### config.mk
export PLATFORM = sky130hd
export DESIGN_NAME = uart_tx_sched_flat
export DESIGN_NICKNAME = d
export VERILOG_FILES = /design/src/rtl/uart_tx_sched_if.sv /design/src/rtl/uart_tx_sched.sv /design/src/flat_wrapper.sv
export SDC_FILE = /design/constraint.sdc
export NUM_CORES = 1
export LEC_CHECK = 0
export ABC_AREA = 1
export CORE_MARGIN = 8
export CORE_UTILIZATION = 40
export DETAILED_ROUTE_END_ITERATION = 7
export PLACE_DENSITY = 0.69
export SLEW_MARGIN = 20
export SYNTH_ARGS = -nofsm -noshare
export SYNTH_HDL_FRONTEND = slang
export SYNTH_SLANG_ARGS = --single-unit
### constraint.sdc
create_clock -name clk -period 2.54 [get_ports clk]
set_clock_uncertainty 0.15 [all_clocks]
set_input_delay 0.508 -clock clk [delete_from_list [all_inputs] [get_ports clk]]
set_output_delay 0.508 -clock clk [all_outputs]
set_load 0.01 [all_outputs]
### src/rtl/uart_tx_sched_if.sv
// Handshake bundle between the two byte requesters, the scheduler and uart_tx.
// The slave side is the scheduler; the master side is everything around it.
interface uart_tx_sched_if #(
    parameter int DEPTH = 16
);
    localparam int CW = $clog2(DEPTH) + 1;

    logic          in0_valid;
    logic [7:0]    in0_data;
    logic          in0_ready;
    logic          in1_valid;
    logic [7:0]    in1_data;
    logic          in1_ready;
    logic          tx_start;
    logic [7:0]    tx_bus;
    logic          tx_ready;
    logic [CW-1:0] fifo_count;
    logic          busy;
    logic          last_grant;

    modport slave (
        input  in0_valid, in0_data, in1_valid, in1_data, tx_ready,
        output in0_ready, in1_ready, tx_start, tx_bus, fifo_count, busy, last_grant
    );

    modport master (
        output in0_valid, in0_data, in1_valid, in1_data, tx_ready,
        input  in0_ready, in1_ready, tx_start, tx_bus, fifo_count, busy, last_grant
    );
endinterface

### src/rtl/uart_tx_sched.sv
// Two-port byte arbiter feeding a shared FIFO that is drained one byte at a time into uart_tx.
// Contention alternates between ports; the drain FSM paces on tx_ready with a busy-rise timeout.
module uart_tx_sched #(
    parameter int DEPTH        = 16,
    parameter int BUSY_TIMEOUT = 8
) (
    input  logic           clk,
    input  logic           reset,
    uart_tx_sched_if.slave bus
);
    localparam int AW = $clog2(DEPTH);
    localparam int CW = AW + 1;
    localparam int TW = (BUSY_TIMEOUT > 1) ? $clog2(BUSY_TIMEOUT) : 1;

    typedef enum logic [1:0] {IDLE, WAIT_BUSY, WAIT_DONE} state_t;

    state_t        r_state, w_state_nx;
    logic [7:0]    r_mem [DEPTH];
    logic [AW-1:0] r_wptr, r_rptr;
    logic [CW-1:0] r_count;
    logic [TW-1:0] r_timer, w_timer_nx;
    logic          r_tx_start, r_last_grant;
    logic [7:0]    r_tx_bus, w_wdata;
    logic          w_full, w_both, w_rdy0, w_rdy1, w_push, w_pop;

    // Full is judged on the registered count, so a same-cycle pop never frees a slot early.
    always_comb begin
        w_full  = (r_count == CW'(DEPTH));
        w_both  = bus.in0_valid && bus.in1_valid;
        w_rdy0  = !w_full && (!w_both || r_last_grant);
        w_rdy1  = !w_full && (!w_both || !r_last_grant);
        w_push  = (bus.in0_valid && w_rdy0) || (bus.in1_valid && w_rdy1);
        w_wdata = (bus.in0_valid && w_rdy0) ? bus.in0_data : bus.in1_data;
    end

    always_comb begin
        w_state_nx = r_state;
        case (r_state)
            IDLE:      if (r_count != '0 && bus.tx_ready) w_state_nx = WAIT_BUSY;
            WAIT_BUSY: begin
                if (!bus.tx_ready)                               w_state_nx = WAIT_DONE;
                else if (r_timer == TW'(BUSY_TIMEOUT - 1))       w_state_nx = IDLE;
            end
            WAIT_DONE: if (bus.tx_ready) w_state_nx = IDLE;
            default:   w_state_nx = IDLE;
        endcase
    end

    always_comb begin
        w_pop      = 1'b0;
        w_timer_nx = r_timer;
        case (r_state)
            IDLE: begin
                w_pop      = (r_count != '0) && bus.tx_ready;
                w_timer_nx = '0;
            end
            WAIT_BUSY: begin
                if (bus.tx_ready && r_timer != TW'(BUSY_TIMEOUT - 1)) w_timer_nx = r_timer + 1'b1;
            end
            default: ;
        endcase
    end

    always_ff @(posedge clk) begin
        if (!reset) begin
            r_state    <= IDLE;
            r_tx_start <= 1'b0;
            r_tx_bus   <= 8'h00;
            r_timer    <= '0;
        end else begin
            r_state    <= w_state_nx;
            r_tx_start <= w_pop;
            r_timer    <= w_timer_nx;
            if (w_pop) r_tx_bus <= r_mem[r_rptr];
        end
    end

    always_ff @(posedge clk) begin
        if (!reset) begin
            r_wptr       <= '0;
            r_rptr       <= '0;
            r_count      <= '0;
            r_last_grant <= 1'b1;
        end else begin
            if (w_push) r_wptr <= r_wptr + 1'b1;
            if (w_pop)  r_rptr <= r_rptr + 1'b1;
            case ({w_push, w_pop})
                2'b10:   r_count <= r_count + 1'b1;
                2'b01:   r_count <= r_count - 1'b1;
                default: r_count <= r_count;
            endcase
            if (w_both && w_push) r_last_grant <= !r_last_grant;
        end
    end

    always_ff @(posedge clk) begin
        if (reset && w_push) r_mem[r_wptr] <= w_wdata;
    end

    assign bus.in0_ready  = w_rdy0;
    assign bus.in1_ready  = w_rdy1;
    assign bus.tx_start   = r_tx_start;
    assign bus.tx_bus     = r_tx_bus;
    assign bus.fifo_count = r_count;
    assign bus.busy       = (r_state != IDLE) || (r_count != '0);
    assign bus.last_grant = r_last_grant;
endmodule
### src/flat_wrapper.sv
// flat-port wrapper written by rule: the top's interface ports become plain ports
module uart_tx_sched_flat 
#(
    parameter int DEPTH        = 16,
    parameter int BUSY_TIMEOUT = 8
)
  (clk, reset, bus_in0_valid, bus_in0_data, bus_in1_valid, bus_in1_data, bus_tx_ready, bus_in0_ready, bus_in1_ready, bus_tx_start, bus_tx_bus, bus_fifo_count, bus_busy, bus_last_grant);
  uart_tx_sched_if #(.DEPTH(DEPTH)) bus_i ();
  input  logic clk;
  input  logic reset;
  input wire logic [$bits(bus_i.in0_valid)-1:0] bus_in0_valid;
  input wire logic [$bits(bus_i.in0_data)-1:0] bus_in0_data;
  input wire logic [$bits(bus_i.in1_valid)-1:0] bus_in1_valid;
  input wire logic [$bits(bus_i.in1_data)-1:0] bus_in1_data;
  input wire logic [$bits(bus_i.tx_ready)-1:0] bus_tx_ready;
  output wire logic [$bits(bus_i.in0_ready)-1:0] bus_in0_ready;
  output wire logic [$bits(bus_i.in1_ready)-1:0] bus_in1_ready;
  output wire logic [$bits(bus_i.tx_start)-1:0] bus_tx_start;
  output wire logic [$bits(bus_i.tx_bus)-1:0] bus_tx_bus;
  output wire logic [$bits(bus_i.fifo_count)-1:0] bus_fifo_count;
  output wire logic [$bits(bus_i.busy)-1:0] bus_busy;
  output wire logic [$bits(bus_i.last_grant)-1:0] bus_last_grant;
  assign bus_i.in0_valid = bus_in0_valid;
  assign bus_i.in0_data = bus_in0_data;
  assign bus_i.in1_valid = bus_in1_valid;
  assign bus_i.in1_data = bus_in1_data;
  assign bus_i.tx_ready = bus_tx_ready;
  assign bus_in0_ready = bus_i.in0_ready;
  assign bus_in1_ready = bus_i.in1_ready;
  assign bus_tx_start = bus_i.tx_start;
  assign bus_tx_bus = bus_i.tx_bus;
  assign bus_fifo_count = bus_i.fifo_count;
  assign bus_busy = bus_i.busy;
  assign bus_last_grant = bus_i.last_grant;
  uart_tx_sched #(.DEPTH(DEPTH), .BUSY_TIMEOUT(BUSY_TIMEOUT)) u_core (.clk(clk), .reset(reset), .bus(bus_i));
endmodule
# [Word-level counts from Yosys, hierarchy flattened]
# Memory sizes are Yosys's and may differ from the RTL's. A register that Yosys moved wholly into a read port is not among the register bits.
# Cells that the tools add are included.
[word_totals] regBits=20 inputBits=21 out_inout_bits=18 romBits=0 mem_bits_rw=128 latchBits=0 n_memories=1
[op_classes] reduce_logical=24 eq_ne=11 shift=0 bitwise_logic=0 n_div=0 mux=12 n_lt_le_gt_ge=0 n_addsub=5 multipliers=0
[mem_list] memory="u_core.r_mem" depth=16 width=8 rd=1 rd_ports_with_merged_regs=1 write_ports=1 line_no="uart_tx_sched.sv:18" source="logic [7:0] r_mem [DEPTH];"
[ops] operator="$pmux W5 S2" n=1
[ops] operator="$logic_and A1 B1 Y1" n=9
[ops] operator="$add A4 B1 Y4 const B" n=2
[ops] operator="$mux W2" n=4
[ops] operator="$mux W8" n=1
[ops] operator="$pmux W2 S3" n=1
[ops] operator="$pmux W3 S2" n=1
[ops] operator="$reduce_bool A2 Y1" n=3
[ops] operator="$add A5 B1 Y5 const B" n=1
[ops] operator="$eq A5 B5 Y1 const B" n=1
[ops] operator="$reduce_bool A5 Y1" n=1
[ops] operator="$sub A5 B1 Y5 const B" n=1
[ops] operator="$eq A2 B1 Y1 const B" n=2
[ops] operator="$eq A2 B2 Y1 const B" n=2
[ops] operator="$logic_not A1 Y1" n=4
[ops] operator="$logic_or A1 B1 Y1" n=4
[ops] operator="$ne A2 B1 Y1 const B" n=2
[ops] operator="$add A3 B1 Y3 const B" n=1
[ops] operator="$eq A3 B3 Y1 const B" n=1
[ops] operator="$mux W1" n=3
[ops] operator="$mux W3" n=1
[ops] operator="$ne A3 B2 Y1 const B" n=1
[ops] operator="$ne A3 B3 Y1 const B" n=1
[ops] operator="$reduce_and A3 Y1" n=1
[ops] operator="other kinds (3)" n=3

# [Longest topological paths before layout]
[depth] word_depth=9 mapped_depth=17 ltp_nobuf=15

# [Least setup slack after synthesis]
# No wires, ideal clock.
[synth_path] path_kind="input-to-reg" from="in bus_tx_ready" to="reg u_core.r_count[4], in the netlist u_core.bus.fifo_count[4]" path_stages=17 required_time_ns=2.256 setup_ns=0.134 path_buffers=2 path_slack_ns=0.186 arrival_time_ns=2.070 cell_sequence="inv_1 -> nor2_8 -> nand2_4 -> inv_4 -> buf_6 -> ha_1 -> clkbuf_2 -> xor2_1 -> ha_1 -> inv_1 -> nand2_1 -> nand3_1 -> nand2_1 -> nand2_1 -> nand2_1 -> nand2_1 -> a21oi_1"
[synth_via] elab_chain_len=4 elab_cells_between_ends=6 cone_classes="eq/ne: 2; mux: 2; reduce/logical: 2"
[synth_lines] element="start: declaration" line_no="flat_wrapper.sv:15" source="input wire logic [$bits(bus_i.tx_ready)-1:0] bus_tx_ready;"
[synth_lines] element="$logic_and A1 B1 Y1 (*)" line_no="uart_tx_sched.sv:54" source="w_pop = (r_count != '0) && bus.tx_ready;"
[synth_lines] element="$mux W1 (*)" line_no="uart_tx_sched.sv:52" source="case (r_state)"
[synth_lines] element="net u_core.w_pop" line_no="uart_tx_sched.sv:24" source="logic w_full, w_both, w_rdy0, w_rdy1, w_push, w_pop;"
[synth_lines] element="$eq A2 B1 Y1 or $eq A2 B2 Y1 (tied branches)" line_no="uart_tx_sched.sv:87" source="case ({w_push, w_pop})"
[synth_lines] element="$pmux W5 S2 or $reduce_bool A2 Y1 (tied branches)"
[synth_lines] element="end signal: assignment" line_no="uart_tx_sched.sv:88" source="2'b10: r_count <= r_count + 1'b1;"
[synth_lines] element="end signal: assignment" line_no="uart_tx_sched.sv:89" source="2'b01: r_count <= r_count - 1'b1;"
[synth_lines] element="end signal: assignment" line_no="uart_tx_sched.sv:90" source="default: r_count <= r_count;"
[synth_lines] element="end: declaration" line_no="uart_tx_sched.sv:20" source="logic [CW-1:0] r_count;"
# The timed path passes the listed nets; every way through them passes the cells marked *.
# A chain may end at the register's enable or synchronous reset.

# [Worst setup path after layout]
[layout_path] from="in bus_in0_valid" to="out bus_in1_ready"
[layout_via] elab_chain_len=4
[layout_lines] element="start: declaration" line_no="flat_wrapper.sv:11" source="input wire logic [$bits(bus_i.in0_valid)-1:0] bus_in0_valid;"
[layout_lines] element="$logic_and A1 B1 Y1" line_no="uart_tx_sched.sv:29" source="w_both = bus.in0_valid && bus.in1_valid;"
[layout_lines] element="$logic_not A1 Y1" line_no="uart_tx_sched.sv:31" source="w_rdy1 = !w_full && (!w_both || !r_last_grant);"
[layout_lines] element="$logic_or A1 B1 Y1" line_no="uart_tx_sched.sv:31"
[layout_lines] element="$logic_and A1 B1 Y1" line_no="uart_tx_sched.sv:31"
[layout_lines] element="end: declaration" line_no="flat_wrapper.sv:17" source="output wire logic [$bits(bus_i.in1_ready)-1:0] bus_in1_ready;"
# No other way between the ends.

==> impl_metrics.env <==
export IMPL_outcome="finished clean"
export IMPL_yosys_area_top_type="edfxtp_1"
export IMPL_clockBufferDepth=2
export IMPL_fin_crit_sh_pct=95.1
export IMPL_drc_errors=0
export IMPL_grt_max_degree=40
export IMPL_tightest_slew_ps=982
export IMPL_synth_ff_type="edfxtp_1"
export IMPL_synth_fp_nets=769
export IMPL_multi_input_area_um2=2050
export IMPL_drv_slew=0
export IMPL_boundaryPins=39
export IMPL_numCtsBuffers=17
export IMPL_arrival_ps=1760
export IMPL_async_reset_ff_share_pct=0
export IMPL_drive_above_1_share_pct=11.4
export IMPL_num_rows=48
export IMPL_synth_top_family_by_area="simple AND/OR/NAND/NOR gates"
export IMPL_total_power_w=0.00790
export IMPL_p_sw_w=0.00252
export IMPL_dr_pass1_iters=4
export IMPL_start_util_pct=40.9
export IMPL_ant_nets=0
export IMPL_area_delta_synth_final_pct=21.3
export IMPL_cp_max_fo=11
export IMPL_p_sw_share_pct=31.8
export IMPL_post_place_ws_ps=-121
export IMPL_nFillCells=1517
export IMPL_hold_end="u_core.r_state[1]"
export IMPL_fin_nets=841
export IMPL_muxShareOfSynthArea_pct=0
export IMPL_clock_sinks=156
export IMPL_htree_levels=4
export IMPL_cts_hold_buf=0
export IMPL_wl_um=15800
export IMPL_place_area_um2=7970
export IMPL_cap_viol_max_count=0
export IMPL_antenna_found_initial=0
export IMPL_yosys_area_share_simple_pct=23.8
export IMPL_grt_pass1_wl_um=25400
export IMPL_rsz0062_at_grt="no"
export IMPL_gr_total_overflow=0
export IMPL_cts_root_buf="clkbuf_16"
export IMPL_final_setup_worst_slack_ps=125
export IMPL_vdd_drop_max_mv=0.483
export IMPL_synthAdderAreaFrac_pct=1.78
export IMPL_finalHoldViolations=0
export IMPL_clkPwrFrac_pct=31.5
export IMPL_power_internal_w=0.00539
export IMPL_synthXorXnorAreaFrac_pct=0.746
export IMPL_yosys_top_cells_area="edfxtp_1 55%, nand2_1 12%, dfxtp_1 8.0%"
export IMPL_post_cts_buffers=0
export IMPL_drt_initial_drc_count=517
export IMPL_min_period_ps=2410
export IMPL_leakage_nw=3.60
export IMPL_crit_type="in -> out"
export IMPL_p_comb_share_pct=29.5
export IMPL_synthMostInstantiatedCell="nand2_1"
export IMPL_setup_viol=0
export IMPL_syn_instance_count=738
export IMPL_r2r_end="u_core.bus.fifo_count[4]"
export IMPL_hold_class="reg -> reg"
export IMPL_synth_ff_latch_count=156
export IMPL_regToRegSetupSlack_ps=350
export IMPL_rr_worst_depth=15
export IMPL_core_um2=17200
export IMPL_post_drt_via_cell_ratio=4.85
export IMPL_setup_tns_ps=0
export IMPL_fin_area_um2=8540
export IMPL_ys_top_cells_by_count="217 x nand2_1, 128 x edfxtp_1, 109 x nand3_1, 95 x inv_1, 50 x nor2_1"
export IMPL_power_density_nw_per_um2=925
export IMPL_seqPwrFrac_pct=39.0
export IMPL_place_congestion=0.856
export IMPL_synth_area_um2=7040
export IMPL_tritoncts="yes"
export IMPL_grt_pass1_vias=4877
export IMPL_synth_edf_count=128
export IMPL_maxSlewHeadroom_pct=34.0
export IMPL_die_y_um=149
export IMPL_dp_hpwl_um=10400
export IMPL_crit_path_end_kind="output pin"
export IMPL_avgSynthCellArea_um2=9.55
export IMPL_seq_area_um2=4410
export IMPL_netlist_cell_type_count=31
export IMPL_insertion_delay_ps=410
export IMPL_die_w_um=149
export IMPL_cp_required_ps=1880
export IMPL_seq_area_frac_synth_pct=62.5
export IMPL_min_from="u_core.r_state[1]"
export IMPL_clk_pin_slew_worst_paths_ps=60
export IMPL_synth_top_area_share_pct=54.6
export IMPL_post_drt_wl_per_cell_um=15.1
export IMPL_port_buffers=38
export IMPL_grtUsageTotal_pct=14.9
export IMPL_vias=5079
export IMPL_min_path_cells=1
export IMPL_yosys_warnings=0
export IMPL_synth_compound_area_share_pct=2.81
export IMPL_n_antenna_cell=0
export IMPL_fmaxAchievable_mhz=414
export IMPL_r2r_start="u_core.bus.fifo_count[3]"
export IMPL_startpoint_type="input pin"
export IMPL_die_area_um2=22100
critical path, stage by stage:
cell and delay [ps]:
clkdlybuf4s50_1 470, buf_4 170, nand2_1 90, o21ai_0 170, inv_1 60, dlygate4sd2_1 280
stage by stage:
step / cells / hold WS, ps / utilization, %
final: 1047 / 312 / 49.6
after global routing: 1047 / 337 / 49.6
after CTS: 1047 / 311 / 49.6
after detailed placement: 1016 / 295 / 46.2
after global placement: 1016 / 291 / 46.2
after floorplan: 738 / 277 / -
how the worst max path moves through the flow:
stage | from | end | slack [ps] | cells past startpoint
after global routing | bus_in0_valid | bus_in1_ready | 10 | 6
after global placement | bus_in0_valid | u_core.bus.fifo_count[4] | -80 | 14
after detailed placement | bus_in0_valid | u_core.bus.fifo_count[4] | -120 | 14
after floorplan | bus_tx_ready | u_core.bus.fifo_count[4] | 190 | 17
final | bus_in0_valid | bus_in1_ready | 130 | 6
after CTS | bus_in0_valid | bus_in1_ready | 130 | 6
repair_timing:
item | 4_1_cts | 5_1_grt
endpoints found under the hold margin | 0 | 0
resized for setup | 3 | 0
endpoints found under the setup margin | 3 | 0
state kept, by name, summed over array words and instances, names as in the netlist:
signal / count
u_core.r_wptr: 4
u_core.r_state: 2
u_core.r_timer: 3
u_core.bus.last_grant: 1
u_core.bus.tx_start: 1
u_core.r_rptr: 4
u_core.bus.tx_bus: 8
u_core.bus.fifo_count: 5
u_core.r_mem: 128
cells in the final DEF (no fill, tap or decap):
cell type	netlist	routed
nor2_8	1	1
a21oi_2	2	2
dfxtp_1	28	27
bufinv_16	0	3
clkinv_2	0	1
o21ai_0	13	13
nand2_2	4	4
or2_2	2	2
nand2_4	1	1
inv_2	4	4
nor2_1	50	50
nand2_1	217	217
nand4_1	2	2
clkbuf_16	0	17
clkinvlp_4	0	5
nand3_1	109	109
inv_1	95	95
o21ai_1	9	9
inv_6	0	1
xnor2_1	1	1
inv_4	1	1
clkinv_1	2	3
or2_4	1	1
ha_1	10	10
edfxtp_1	128	128
clkdlybuf4s50_1	0	35
clkbuf_1	7	3
dfxtp_2	0	1
nor2_2	1	1
a21oi_1	14	14
buf_12	0	8
buf_4	7	40
nand4_2	1	1
xor2_1	5	5
nor3_1	4	4
dlygate4sd2_1	0	3
layout make-up:
cell class                      instances  share of cell area (%)
Inverter                              102                    4.51
Clock inverter                         11                    1.70
Timing Repair Buffer                   86                    9.80
Tap cell                              225                    3.30
Clock buffer                           20                    5.11
Sequential cell                       156                    51.6
Multi-Input combinational cell        447                    24.0
power by group through the flow:
stage	logic, W	registers (W)	clock network [W]
6_report	0.00233	0.00308	0.00249
5_1_grt	0.00261	0.00310	0.00263
4_1_cts	0.00234	0.00309	0.00252
3_5_place_dp	0.00233	0.00314	0
3_3_place_gp	0.00230	0.00314	0
2_1_floorplan	0.00147	0.00317	0
cells by family after synthesis:
group	Yosys count
DFF	156
adders and majority gates	10
AOI/OAI and AO/OA	38
and+or+nand+nor	393
xor gates and xnor gates	6
buffers and inverters	135
per-layer routing:
| metal | routed length (µm) | GRT usage (%) |
|---|---|---|
| met1 | 7270 | 19.6 |
| met4 | 282 | 5.51 |
| met2 | 7300 | 23.5 |
| met5 | 0 | 0 |
| met3 | 958 | 3.37 |
Note: power is estimated with default switching activity, not from simulation.
